## src/rtl/intc_cpu_responder.sv

```systemverilog
// intc_cpu_responder
//   CPU-side end of the IRQ/IACK interrupt handshake. At an instruction boundary with
//   interrupts enabled it accepts a pending IRQ, saves the return PC in epc, pulses IACK,
//   captures the ISR entry address, redirects fetch into the ISR and, on ISR exit,
//   redirects fetch back to epc. No nesting: IRQ is ignored while inside an ISR.
//
// Ports
//   clk, rst        clock; synchronous active-high reset
//   IRQ             level interrupt request, held until IACK
//   isr_addr        ISR entry address, valid while IRQ=1
//   int_enable      global interrupt enable
//   instr_boundary  core may be redirected this cycle
//   pc_next         return address to save on acceptance
//   isr_return      core executed the ISR-exit instruction
//   IACK            one-cycle acknowledge per accepted IRQ
//   pc_redirect     one-cycle strobe, core loads pc_target
//   pc_target       redirect target (ISR entry or epc), holds between redirects
//   epc             saved return PC
//   in_isr          high while executing the ISR
//   error           one-cycle pulse: stray isr_return or zero ISR vector
//   spurious_cnt    saturating count of IRQs withdrawn before acknowledge
module intc_cpu_responder #(
   parameter int unsigned ADDR_W = 32,
   parameter int unsigned CNT_W  = 8
) (
   input  logic              clk,
   input  logic              rst,
   input  logic              IRQ,
   input  logic [ADDR_W-1:0] isr_addr,
   input  logic              int_enable,
   input  logic              instr_boundary,
   input  logic [ADDR_W-1:0] pc_next,
   input  logic              isr_return,
   output logic              IACK,
   output logic              pc_redirect,
   output logic [ADDR_W-1:0] pc_target,
   output logic [ADDR_W-1:0] epc,
   output logic              in_isr,
   output logic              error,
   output logic [CNT_W-1:0]  spurious_cnt
);

   typedef enum logic [2:0] {StIdle, StAck, StRedir, StInIsr, StRet} state_e;

   state_e            state_q, state_d;
   logic [ADDR_W-1:0] epc_q, epc_d;
   logic [ADDR_W-1:0] tgt_q, tgt_d;
   logic              err_q, err_d;
   logic [CNT_W-1:0]  spur_q, spur_d;

   always_comb begin
      state_d = state_q;
      epc_d   = epc_q;
      tgt_d   = tgt_q;
      err_d   = 1'b0;
      spur_d  = spur_q;
      unique case (state_q)
         StIdle: begin
            if (isr_return) err_d = 1'b1;
            if (IRQ && int_enable && instr_boundary) begin
               state_d = StAck;
               epc_d   = pc_next;
            end
         end
         StAck: begin
            if (IRQ) begin
               if (isr_addr == '0) begin
                  // Unconfigured vector: acknowledge but do not enter the ISR.
                  err_d   = 1'b1;
                  state_d = StIdle;
               end else begin
                  // The target register doubles as the ISR-address buffer so that
                  // pc_target keeps its last redirect value on the error path.
                  tgt_d   = isr_addr;
                  state_d = StRedir;
               end
            end else begin
               if (spur_q != '1) spur_d = spur_q + CNT_W'(1);
               state_d = StIdle;
            end
         end
         StRedir: state_d = StInIsr;
         StInIsr: begin
            // Return without a boundary is simply held off until the core can redirect.
            if (isr_return && instr_boundary) begin
               tgt_d   = epc_q;
               state_d = StRet;
            end
         end
         StRet:   state_d = StIdle;
         default: state_d = StIdle;
      endcase
   end

   always_ff @(posedge clk) begin
      if (rst) begin
         state_q <= StIdle;
         epc_q   <= '0;
         tgt_q   <= '0;
         err_q   <= 1'b0;
         spur_q  <= '0;
      end else begin
         state_q <= state_d;
         epc_q   <= epc_d;
         tgt_q   <= tgt_d;
         err_q   <= err_d;
         spur_q  <= spur_d;
      end
   end

   // Strobes are masked by rst so a reset cycle never emits IACK or a redirect.
   assign IACK         = (state_q == StAck) && IRQ && !rst;
   assign pc_redirect  = ((state_q == StRedir) || (state_q == StRet)) && !rst;
   assign pc_target    = tgt_q;
   assign epc          = epc_q;
   assign in_isr       = (state_q == StInIsr);
   assign error        = err_q;
   assign spurious_cnt = spur_q;

endmodule

```

## config.mk

```make
export PLATFORM = sky130hd
export DESIGN_NAME = intc_cpu_responder
export DESIGN_NICKNAME = d
export VERILOG_FILES = /design/src/rtl/intc_cpu_responder.sv
export SDC_FILE = /design/constraint.sdc
export NUM_CORES = 1
export LEC_CHECK = 0
export BUFFER_PORTS_ARGS = -buffer_cell sky130_fd_sc_hd__buf_2
export CORE_AREA = 8 8 124 80
export CTS_CLUSTER_DIAMETER = 200
export DETAILED_ROUTE_END_ITERATION = 8
export DIE_AREA = 0 0 132 88
export PLACE_DENSITY = 0.92
export SLEW_MARGIN = 20
export SYNTH_ARGS = -nofsm -noshare
export SYNTH_HDL_FRONTEND = slang
export SYNTH_SLANG_ARGS = --single-unit
```

## constraint.sdc

```tcl
create_clock -name clk -period 1.8 [get_ports clk]
set_clock_uncertainty 0.1 [all_clocks]
set_input_delay 0.09 -clock clk [delete_from_list [all_inputs] [get_ports clk]]
set_output_delay 0.09 -clock clk [all_outputs]
set_load 0.02 [all_outputs]
```

==> summary.md, run 1 <==
| Metric | Value |
|---|---|
| Status | `finished clean` |
| Port bufs | `145` |
| First-pass GRT wire length | `approximately 23 mm` |
| Layout cells sized above 1 | `around 30%` |
| Final ANT Viol Nets | `0` |
| Congestion Overflow GR | `0` |
| Max Root-Sink Buffers | `2` |
| Via density per instance | `5.893` |
| Max_cap viols | `0` |
| H-tree levels | `3` |
| VDD IR max | `0.0004965 V` |
| CORE AREA | `~0.0082 mm2` |
| Synth Area in Compound Gates | `a little over an eighth` |
| Crit-path max FO | `22` |
| Die ar. | `0.01162 mm2` |
| DRC | `0` |
| Mux share of post-synthesis cell area | `8.333%` |
| Finished Layout Cells | `800` |
| Clock Sinks | `between 70 and 80` |
| Worst-path cell with the longest stage delay | `or4_1` |
| Top_reg_cell synth | `dfxtp_1` |
| Cell chain of the critical path | `buf_6, or4_1, buf_4, nand2_1, a21oi_1` |
| Worst hold path type | `input pin to register` |
| Synth unique cells | `40` |
| Final period util | `between 90% and 100%` |
| Share of flip-flops with an asynchronous set or reset | `0%` |
| Clock slew at reported path FFs | `60 ps` |
| Largest family of logic cells by synthesized area | `simple AND/OR/NAND/NOR gates` |
| Post-synth top area share | `38.38%` |
| Final net count | `754` |
| Max stage delay on crit path | `approximately 570 ps` |
| Final WL | `approximately 15 mm` |
| Largest cells by area after synthesis | `dfxtp_1, nand2_1, mux2i_1` |
| CTS tree | `done` |
| Power per cell area | `804.6 mW/mm2` |
| Critical path launch point type | `register` |
| Area leader, netlist | `dfxtp_1` |
| Dpl cell area | `between 0.004 and 0.005 mm2` |
| Slew @ Worst Pin | `~570 ps` |
| Syn_area_per_cell | `7.757 um2` |
| Post-Syn Area | `around 0.0040 mm2` |
| Top Ports | `~150` |
| Fmax | `about 570 MHz` |
| Finish-stage setup viols | `0` |
| Initial Utilization | `roughly half` |
| Vias in the first global route | `between 4k and 5k` |
| Slew Limit Fails | `0` |
| Worst skew pair latency | `roughly 330 ps` |
| Die height | `88 um` |
| Pleak | `between 2 and 2.5 nW` |
| Final hold viol count | `0` |
| CP required | `approximately 1900 ps` |
| Worst hold slack | `roughly 35 ps` |
| Wire per inst | `about 18 um` |
| Via count | `4,714` |
| Initial antenna violation count | `0` |
| FILL cells | `609` |
| Util after Layout | `a little under 70%` |
| Die extent in x | `approximately 130 um` |
| Final TNS setup | `0 ps` |
| GRT Overall Usage | `~24%` |
| Kind of critical path | `register to register` |
| EDFF count, synth | `0` |
| Synth Warn # | `0` |
| Yosys reg bits | `76` |
| Buffer type at the clock tree root | `clkbuf_16` |
| Antenna cells | `0` |
| Crit. End Element | `register` |
| DP Wirelength | `9.795 mm` |
| Post-Syn Nets | `582` |
| Post-route cell area | `about 0.0057 mm2` |
| GPL Wtd Cong | `0.8564` |
| Sequential cell area fraction in the yosys report | `a little under two fifths` |
| Area delta synth->final | `42.93%` |
| Cts bufs inserted | `9` |
| Crit path arrival time | `roughly 1900 ps` |
| Cells after synthesis | `511` |
| Std cell rows | `26` |
| Slew HR | `approximately three fifths` |
| XOR/XNOR share of the synthesized area | `0.8838%` |
| Largest net degree at the start of global routing | `42` |
| Pre-antenna DRT Iters | `6` |
| Cells after DPL | `748` |
| DR iter-0 viols | `between 500 and 600` |
| Synth Area in Simple Gates | `33.11%` |
| Minimum clock period | `roughly 1800 ps` |
| Adder-Cell Fraction of Synth Area | `less than 1%` |
## worst paths after layout
check                   from  endpoint  slack, ps  cells after the start
setup / recovery  state_q[2]   epc[21]         40                      5
hold / removal    isr_return     error         30                      3
setup reg to reg  state_q[2]   epc[21]         40                      5
hold reg to reg       epc[8]    epc[8]        370                      2
## per-stage QoR
step           total power (W)  setup slack (ps)
3_3_place_gp          0.002286             19.57
2_1_floorplan         0.002079             163.0
3_5_place_dp          0.002303             15.51
4_1_cts               0.004546             14.15
5_1_grt               0.004681            -1.722
6_report              0.004558             35.64
## sequential cells by signal, summed over array words and instances (netlist names)
signal	cells
state_q	3
error	1
epc	32
pc_target	32
spurious_cnt	8
## report_power, final
part | internal (W) | switching (W) | total [W]
Clock | 0.00151 | 0.000705 | 0.00221
Sequential | 0.00173 | 0.0000371 | 0.00177
Combinational | 0.000250 | 0.000330 | 0.000580
Total | 0.00349 | 0.00107 | 0.00456
## layout make-up
type	count	area [um2]	share of cell area [%]
multi-input combinational	385	2270	40.06
sequential	76	1529	26.99
timing repair buffer	208	1345	23.74
clock buffer	13	280.3	4.947
tap	112	140.1	2.473
clock inverter	3	90.09	1.590
inverter	3	11.26	0.1988
## critical path, delay by kind of cell (launching register included)
kind | cells | cell delay [ps]
AND/OR/NAND/NOR | 2 | 690
AO/OA/AOI/OAI | 1 | 80
flip-flops | 1 | 360
buffers and inverters | 2 | 400
## placed cells by master, fill, tap and decap left out, types with 3 or more instances in the layout
master	Yosys	routed
mux2i_1	33	33
nand2_1	100	100
a22oi_2	0	4
nand3_1	36	36
buf_2	17	143
dfxtp_1	76	74
a22oi_1	32	28
clkbuf_8	0	4
nand4_1	33	33
nor2b_1	33	32
or4_1	3	3
a21oi_1	40	39
clkbuf_16	0	9
dlygate4sd3_1	0	32
nor4_1	9	9
buf_4	3	26
buf_12	0	4
nor2_1	36	36
buf_6	1	3
bufinv_16	0	3
## routing by layer
| layer | up-vias | global-route usage, % | routed length [um] |
|---|---|---|---|
| met2 | 289 | 42.46 | 7035 |
| met3 | 45 | 7.045 | 1269 |
| li1 | 2149 | - | - |
| met4 | 0 | 10.05 | 397 |
| met1 | 2231 | 28.07 | 6085 |
| met5 | - | 0 | 0 |
## kinds of logic after synthesis
| family | after synthesis |
|---|---|
| flops | 76 |
| mux | 33 |
| fa+ha+maj | 1 |
| compound gates | 82 |
| simple gates | 265 |
| xor+xnor | 4 |
| buf+inv | 50 |
## Yosys cell counts, drive strengths merged (2+ instances only)
master  number
dfxtp       76
clkbuf      23
nand3       36
or3          2
nand2      100
nor2        37
a21oi       40
o21ai        3
buf         24
inv          3
and4         2
mux2i       33
xnor2        2
and2         2
nor2b       33
o31ai        2
nand4       33
or4          3
a22oi       32
nor3         2
nor4        10
xor2         2
## what timing repair did
item,in CTS,in global routing
pin swaps,1,2
resized for setup,3,10
hold buffers,32,0
setup endpoints to repair,1,16
endpoints found under the hold margin,32,0
setup buffers,2,2
(Power assumes the default switching activity.)
==> run 2: changes to the inputs <==
- clock period: 1.8 -> 1.7 ns (I/O delays scaled with it)
==> run 2 against run 1 <==
The run now ends with negative setup slack left. Setup slack worse by 91 ps. Register-to-register slack got worse by 60 ps. Critical path type is now register to output pin. Combinational power rose by 18%. Global-route usage increased by 0.38 points. Largest cell class unchanged. Die area unchanged. Wire length grew 7.1%. Design area increased by 5.5%. Via count grew 2.9%. Count of clock-buffer cells in the layout unchanged. Worst hold slack improved by 26 ps. Utilization increased by 3.8 points.
==> summary.md, run 2 (same netlist as run 1, synthesis figures left out) <==
| Metric | Value |
|---|---|
| Dpl cell area | `0.004942 mm2` |
| Slew @ Worst Pin | `between 400 and 500 ps` |
| Setup ws final | `-55.41 ps` |
| Kind of critical path | `register to output pin` |
| Std cell rows | `26` |
| DRC | `0` |
| DP Wirelength | `9.821 mm` |
| Worst-path cell with the longest stage delay | `dfxtp_4` |
| Minimum clock period | `around 1800 ps` |
| Worst skew pair latency | `about 340 ps` |
| Area delta synth->final | `50.76%` |
| Most frequent cells in the layout | `buf_2, nand2_1, dfxtp_1` |
| Buffer type at the clock tree root | `clkbuf_16` |
| Max_cap viols | `0` |
| Finished Layout Cells | `approximately 810` |
| CP required | `1510 ps` |
| Die height | `a little under 90 um` |
| Final net count | `roughly 770` |
| DR iter-0 viols | `663` |
| Initial antenna violation count | `0` |
| Most used cell, CP | `buf_6` |
| Status | `finished, violations left` |
| Pre-antenna DRT Iters | `6` |
| VDD IR max | `0.0007502 V` |
| Cells after DPL | `749` |
| Cell chain of the critical path | `buf_6, nor4bb_4, buf_4, nor2b_4, buf_6` |
| Design Power | `about 0.0044 W` |
| GPL Wtd Cong | `0.8644` |
| CORE AREA | `around 0.008 mm2` |
| Layout cells sized above 1 | `a little over a third` |
| Max Root-Sink Buffers | `2` |
| Via count | `approximately 4.9k` |
| Largest net degree at the start of global routing | `between 40 and 50` |
| Unrepaired setup endpoints after global routing | `true` |
| First-pass GRT wire length | `~23 mm` |
| Worst hold path type | `input pin to register` |
| Port bufs | `approximately 150` |
| Critical path launch point type | `register` |
| H-tree levels | `3` |
| Final WL | `between 15 and 20 mm` |
| Wire per inst | `between 15 and 20 um` |
| Crit-path max FO | `5` |
| Final ANT Viol Nets | `0` |
| CP Launch Point | `state_q[2]` |
| R2R depth | `7` |
| Fmax | `569.7 MHz` |
| Stages on the worst setup path | `5` |
| Slew HR | `approximately 70%` |
| Via density per instance | `a little under 6` |
| Max stage delay on crit path | `360 ps` |
| Setup crit end | `IACK` |
| Crit. End Element | `output pin` |
| Failing checks | `negative setup slack` |
| Pleak | `about 2.5 nW` |
| Reg-to-Reg End | `pc_target[8]` |
| Crit path arrival time | `1570 ps` |
| Cts bufs inserted | `9` |
| Slew Limit Fails | `0` |
| Die ar. | `0.01162 mm2` |
| Buf/Inv on CP | `3` |
| Congestion Overflow GR | `0` |
| Post-route cell area | `0.005976 mm2` |
| R2R Path Start | `state_q[2]` |
| Finish-stage setup viols | `5` |
| Delay-heaviest family, CP | `simple AND/OR/NAND/NOR gates` |
| Clock Sinks | `76` |
| Power per cell area | `roughly 730 mW/mm2` |
| Clock slew at reported path FFs | `60 ps` |
| Initial Utilization | `between 40% and 50%` |
| Vias in the first global route | `between 4k and 5k` |
| GRT Overall Usage | `24.80%` |
| Commonest non-fill, non-tap cell in the layout | `buf_2` |
| CTS tree | `done` |
| Reg2Reg Setup Slack | `-20 ps` |
| Util after Layout | `around three quarters` |
| Die extent in x | `132 um` |
| Final period util | `103.3%` |
| Final hold viol count | `0` |
| Top Ports | `around 150` |
[run 2: cell types whose count changed in the layout (fill, tap and decap cells not counted), sizes merged]
cell	change
buf	+11
clkbuf	+2
bufinv	-3
clkinv	+2
diode	+1
dlygate4sd3	+1
[run 2: what timing repair did]
| action | in CTS | in global routing |
|---|---|---|
| setup buffers | 5 | 6 |
| setup endpoints to repair | 21 | 55 |
| endpoints found under the hold margin | 33 | 0 |
| hold buffers | 33 | 0 |
| cloned | 0 | 5 |
| pin swaps | 1 | 56 |
| gates resized for setup | 10 | 50 |
[run 2: final cells by class]
cell class | count | area [um2]
antenna | 1 | 2.502
clock buffer | 13 | 260.3
clock inverter | 2 | 10.01
fill | 548 | 2190
inverter | 3 | 11.26
multi-input combinational | 385 | 2455
sequential | 76 | 1531
tap | 112 | 140.1
timing repair buffer | 222 | 1565
[run 2: report_power, final]
| part | internal (W) | switching (W) | leakage, nW | total [W] |
|---|---|---|---|---|
| clock | 0.00106 | 0.000752 | 0.135 | 0.00181 |
| sequential | 0.00183 | 0.0000400 | 0.618 | 0.00187 |
| combinational | 0.000304 | 0.000380 | 1.78 | 0.000685 |
| total | 0.00319 | 0.00117 | 2.54 | 0.00436 |
[run 2: worst min-delay path by stage]
stage	start	end	slack, ps	cells past startpoint
final	instr_boundary	state_q[0]	60	4
after global routing	rst	epc[26]	80	2
after CTS	instr_boundary	state_q[0]	2	4
after detailed placement	pc_next[15]	epc[15]	230	3
after global placement	pc_next[8]	epc[8]	230	3
after floorplan	pc_next[0]	epc[0]	120	2
[run 2: worst register-to-register path: stages (launching register included)]
cell	delay, ps
dfxtp_4	360
buf_6	130
nor4bb_4	310
buf_4	180
a21oi_4	70
buf_12	180
a22oi_2	150
nand3_1	110
[run 2: metal layers]
layer	global-route usage (%)	wire length (um)	vias up
met3	7.961	1348	63
met5	0	0	-
met1	28.48	6245	2310
li1	-	-	2186
met4	10.47	528	0
met2	42.42	7717	294
[run 2: stage by stage]
stage	TNS, ps	setup WS, ps	hold slack (ps)
after detailed placement	-162.5	-36.90	234.9
final	-83.54	-55.41	60.67
after floorplan	0	63.05	121.0
after CTS	-33.77	-33.77	2.008
after global placement	-15.70	-15.70	227.6
after global routing	-1464	-133.8	81.03
==> run 3: changes to the inputs <==
- CORE_AREA: 8 8 124 80 -> 2 2 117 74
- CTS_BUF_LIST: not set -> sky130_fd_sc_hd__clkbuf_8
- DIE_AREA: 0 0 132 88 -> 0 0 119 76
- PLACE_DENSITY: 0.92 -> 0.93
==> run 3 against run 2 <==
The flow still finishes with violations (negative setup slack). Design area fell by 2.7%. Setup slack got worse by 0.72 ps. Sequential share of layout area rose by 0.68 points.
==> summary.md, run 3 (same netlist as run 1, synthesis figures left out) <==
| Metric | Value |
|---|---|
| Max Root-Sink Buffers | `2` |
| Status | `finished, violations left` |
| CP required | `~1500 ps` |
| Pleak | `between 2 and 2.5 nW` |
| Minimum clock period | `1756 ps` |
| DRC | `0` |
| Worst hold path type | `input pin to register` |
| Die ar. | `between 0.009 and 0.01 mm2` |
| Die height | `76 um` |
| Kind of critical path | `register to output pin` |
| Worst-path cell with the longest stage delay | `dfxtp_4` |
| Largest net degree at the start of global routing | `between 50 and 60` |
| Power per cell area | `~650 mW/mm2` |
| Most used cell, CP | `buf_6` |
| GRT Overall Usage | `a little under 30%` |
| Initial Utilization | `between 40 and 50%` |
| Most frequent cells in the layout | `buf_2, nand2_1, dfxtp_1` |
| VDD IR max | `about 0.00047 V` |
| Antenna cells | `0` |
| Finish-stage setup viols | `6` |
| Cts bufs inserted | `9` |
| Vias in the first global route | `approximately 4.6k` |
| Final hold viol count | `0` |
| CORE AREA | `between 0.008 and 0.009 mm2` |
| Top Ports | `around 150` |
| Congestion Overflow GR | `0` |
| Slew Limit Fails | `0` |
| Crit path arrival time | `1570 ps` |
| First-pass GRT wire length | `about 22 mm` |
| Final net count | `between 700 and 800` |
| Failing checks | `negative setup slack` |
| Final WL | `roughly 14 mm` |
| H-tree levels | `3` |
| Post-route cell area | `around 0.0058 mm2` |
| Max stage delay on crit path | `between 300 and 400 ps` |
| Port bufs | `~150` |
| Cell chain of the critical path | `buf_8, nor4bb_4, buf_6, nor2b_4, buf_6` |
| Slew HR | `between 70 and 80%` |
| Slew @ Worst Pin | `approximately 400 ps` |
| Setup ws final | `-56.13 ps` |
| Worst skew pair latency | `between 300 and 400 ps` |
| Place WS | `between 3 and 4 ps` |
| Buffer type at the clock tree root | `clkbuf_8` |
| Pre-antenna DRT Iters | `4` |
| Die extent in x | `about 120 um` |
| Layout cells sized above 1 | `between 30% and 40%` |
| Unrepaired setup endpoints after global routing | `true` |
| Via density per instance | `5.889` |
| Std cell rows | `26` |
| Final period util | `103.3%` |
| Wire per inst | `roughly 18 um` |
| Fmax | `569.4 MHz` |
| Clock Sinks | `76` |
| GPL Wtd Cong | `around 0.84` |
| CTS tree | `done` |
| Area delta synth->final | `46.75%` |
| DP Wirelength | `8.901 mm` |
| DR iter-0 viols | `about 440` |
| Crit-path max FO | `5` |
| Critical path launch point type | `register` |
| Dpl cell area | `0.004940 mm2` |
| Crit. End Element | `output pin` |
| Commonest non-fill, non-tap cell in the layout | `buf_2` |
| Final ANT Viol Nets | `0` |
| Clock slew at reported path FFs | `80 ps` |
| Initial antenna violation count | `0` |
| Max_cap viols | `0` |
| Via count | `roughly 4.8k` |
run 3: changes by cell type in the layout (fill, tap and decap cells not counted), sizes merged:
cell	previous run	this run
inv	3	5
clkbuf	15	12
diode	1	0
buf	187	183
run 3: per-stage QoR:
stage | cells | utilization [%] | TNS (ps) | hold slack (ps) | total power [W]
after floorplan | 511 | - | 0 | 121.0 | 0.002202
after global placement | 747 | 60.98 | 0 | 226.1 | 0.002420
final | 808 | 71.81 | -120.3 | 60.71 | 0.003780
after global routing | 808 | 71.81 | -1999 | 77.68 | 0.003897
after detailed placement | 747 | 60.98 | 0 | 232.9 | 0.002437
after CTS | 798 | 67.89 | -101.4 | 12.91 | 0.003718
run 3: routing by layer:
layer / part of all wire [%] / GRT usage [%]
met5: 0 / 0
met4: 3.6 / 14.05
met3: 9.1 / 9.281
met2: 47 / 46.55
met1: 40 / 37.19
run 3: repair_timing:
action	4_1_cts	5_1_grt
gates cloned	0	4
buffers inserted	3	6
hold buffers	33	0
endpoints found under the setup margin	2	42
endpoints found under the hold margin	34	0
pin swaps	3	52
resized for setup	9	52
run 3: layout make-up:
type                    count  area (um2)
fillers                   574        2283
repair buffers            217        1516
clock buffers              11       151.4
multi-input cells         385        2450
inverters                   3       11.26
well taps                 112       140.1
flip-flops and latches     76        1530
clock inverters             4       17.52
run 3: critical path: cells and delay by family, from the launching register on:
kind / cells / cell delay, ps
DFF: 1 / 360
buffers and inverters: 3 / 390
and+or+nand+nor: 2 / 460
run 3: report_power, final:
group          internal (W)  switching, W
Sequential          0.00183     0.0000397
Clock              0.000587      0.000668
Combinational      0.000289      0.000368
Total               0.00270       0.00108
run 3: worst paths after layout:
kind                  start               to  cells after the start  slack (ps)
max reg2reg      state_q[2]  spurious_cnt[5]                      5         -40
min          instr_boundary       state_q[0]                      4          60
min reg2reg         epc[27]          epc[27]                      2         370
max              state_q[2]             IACK                      5         -60
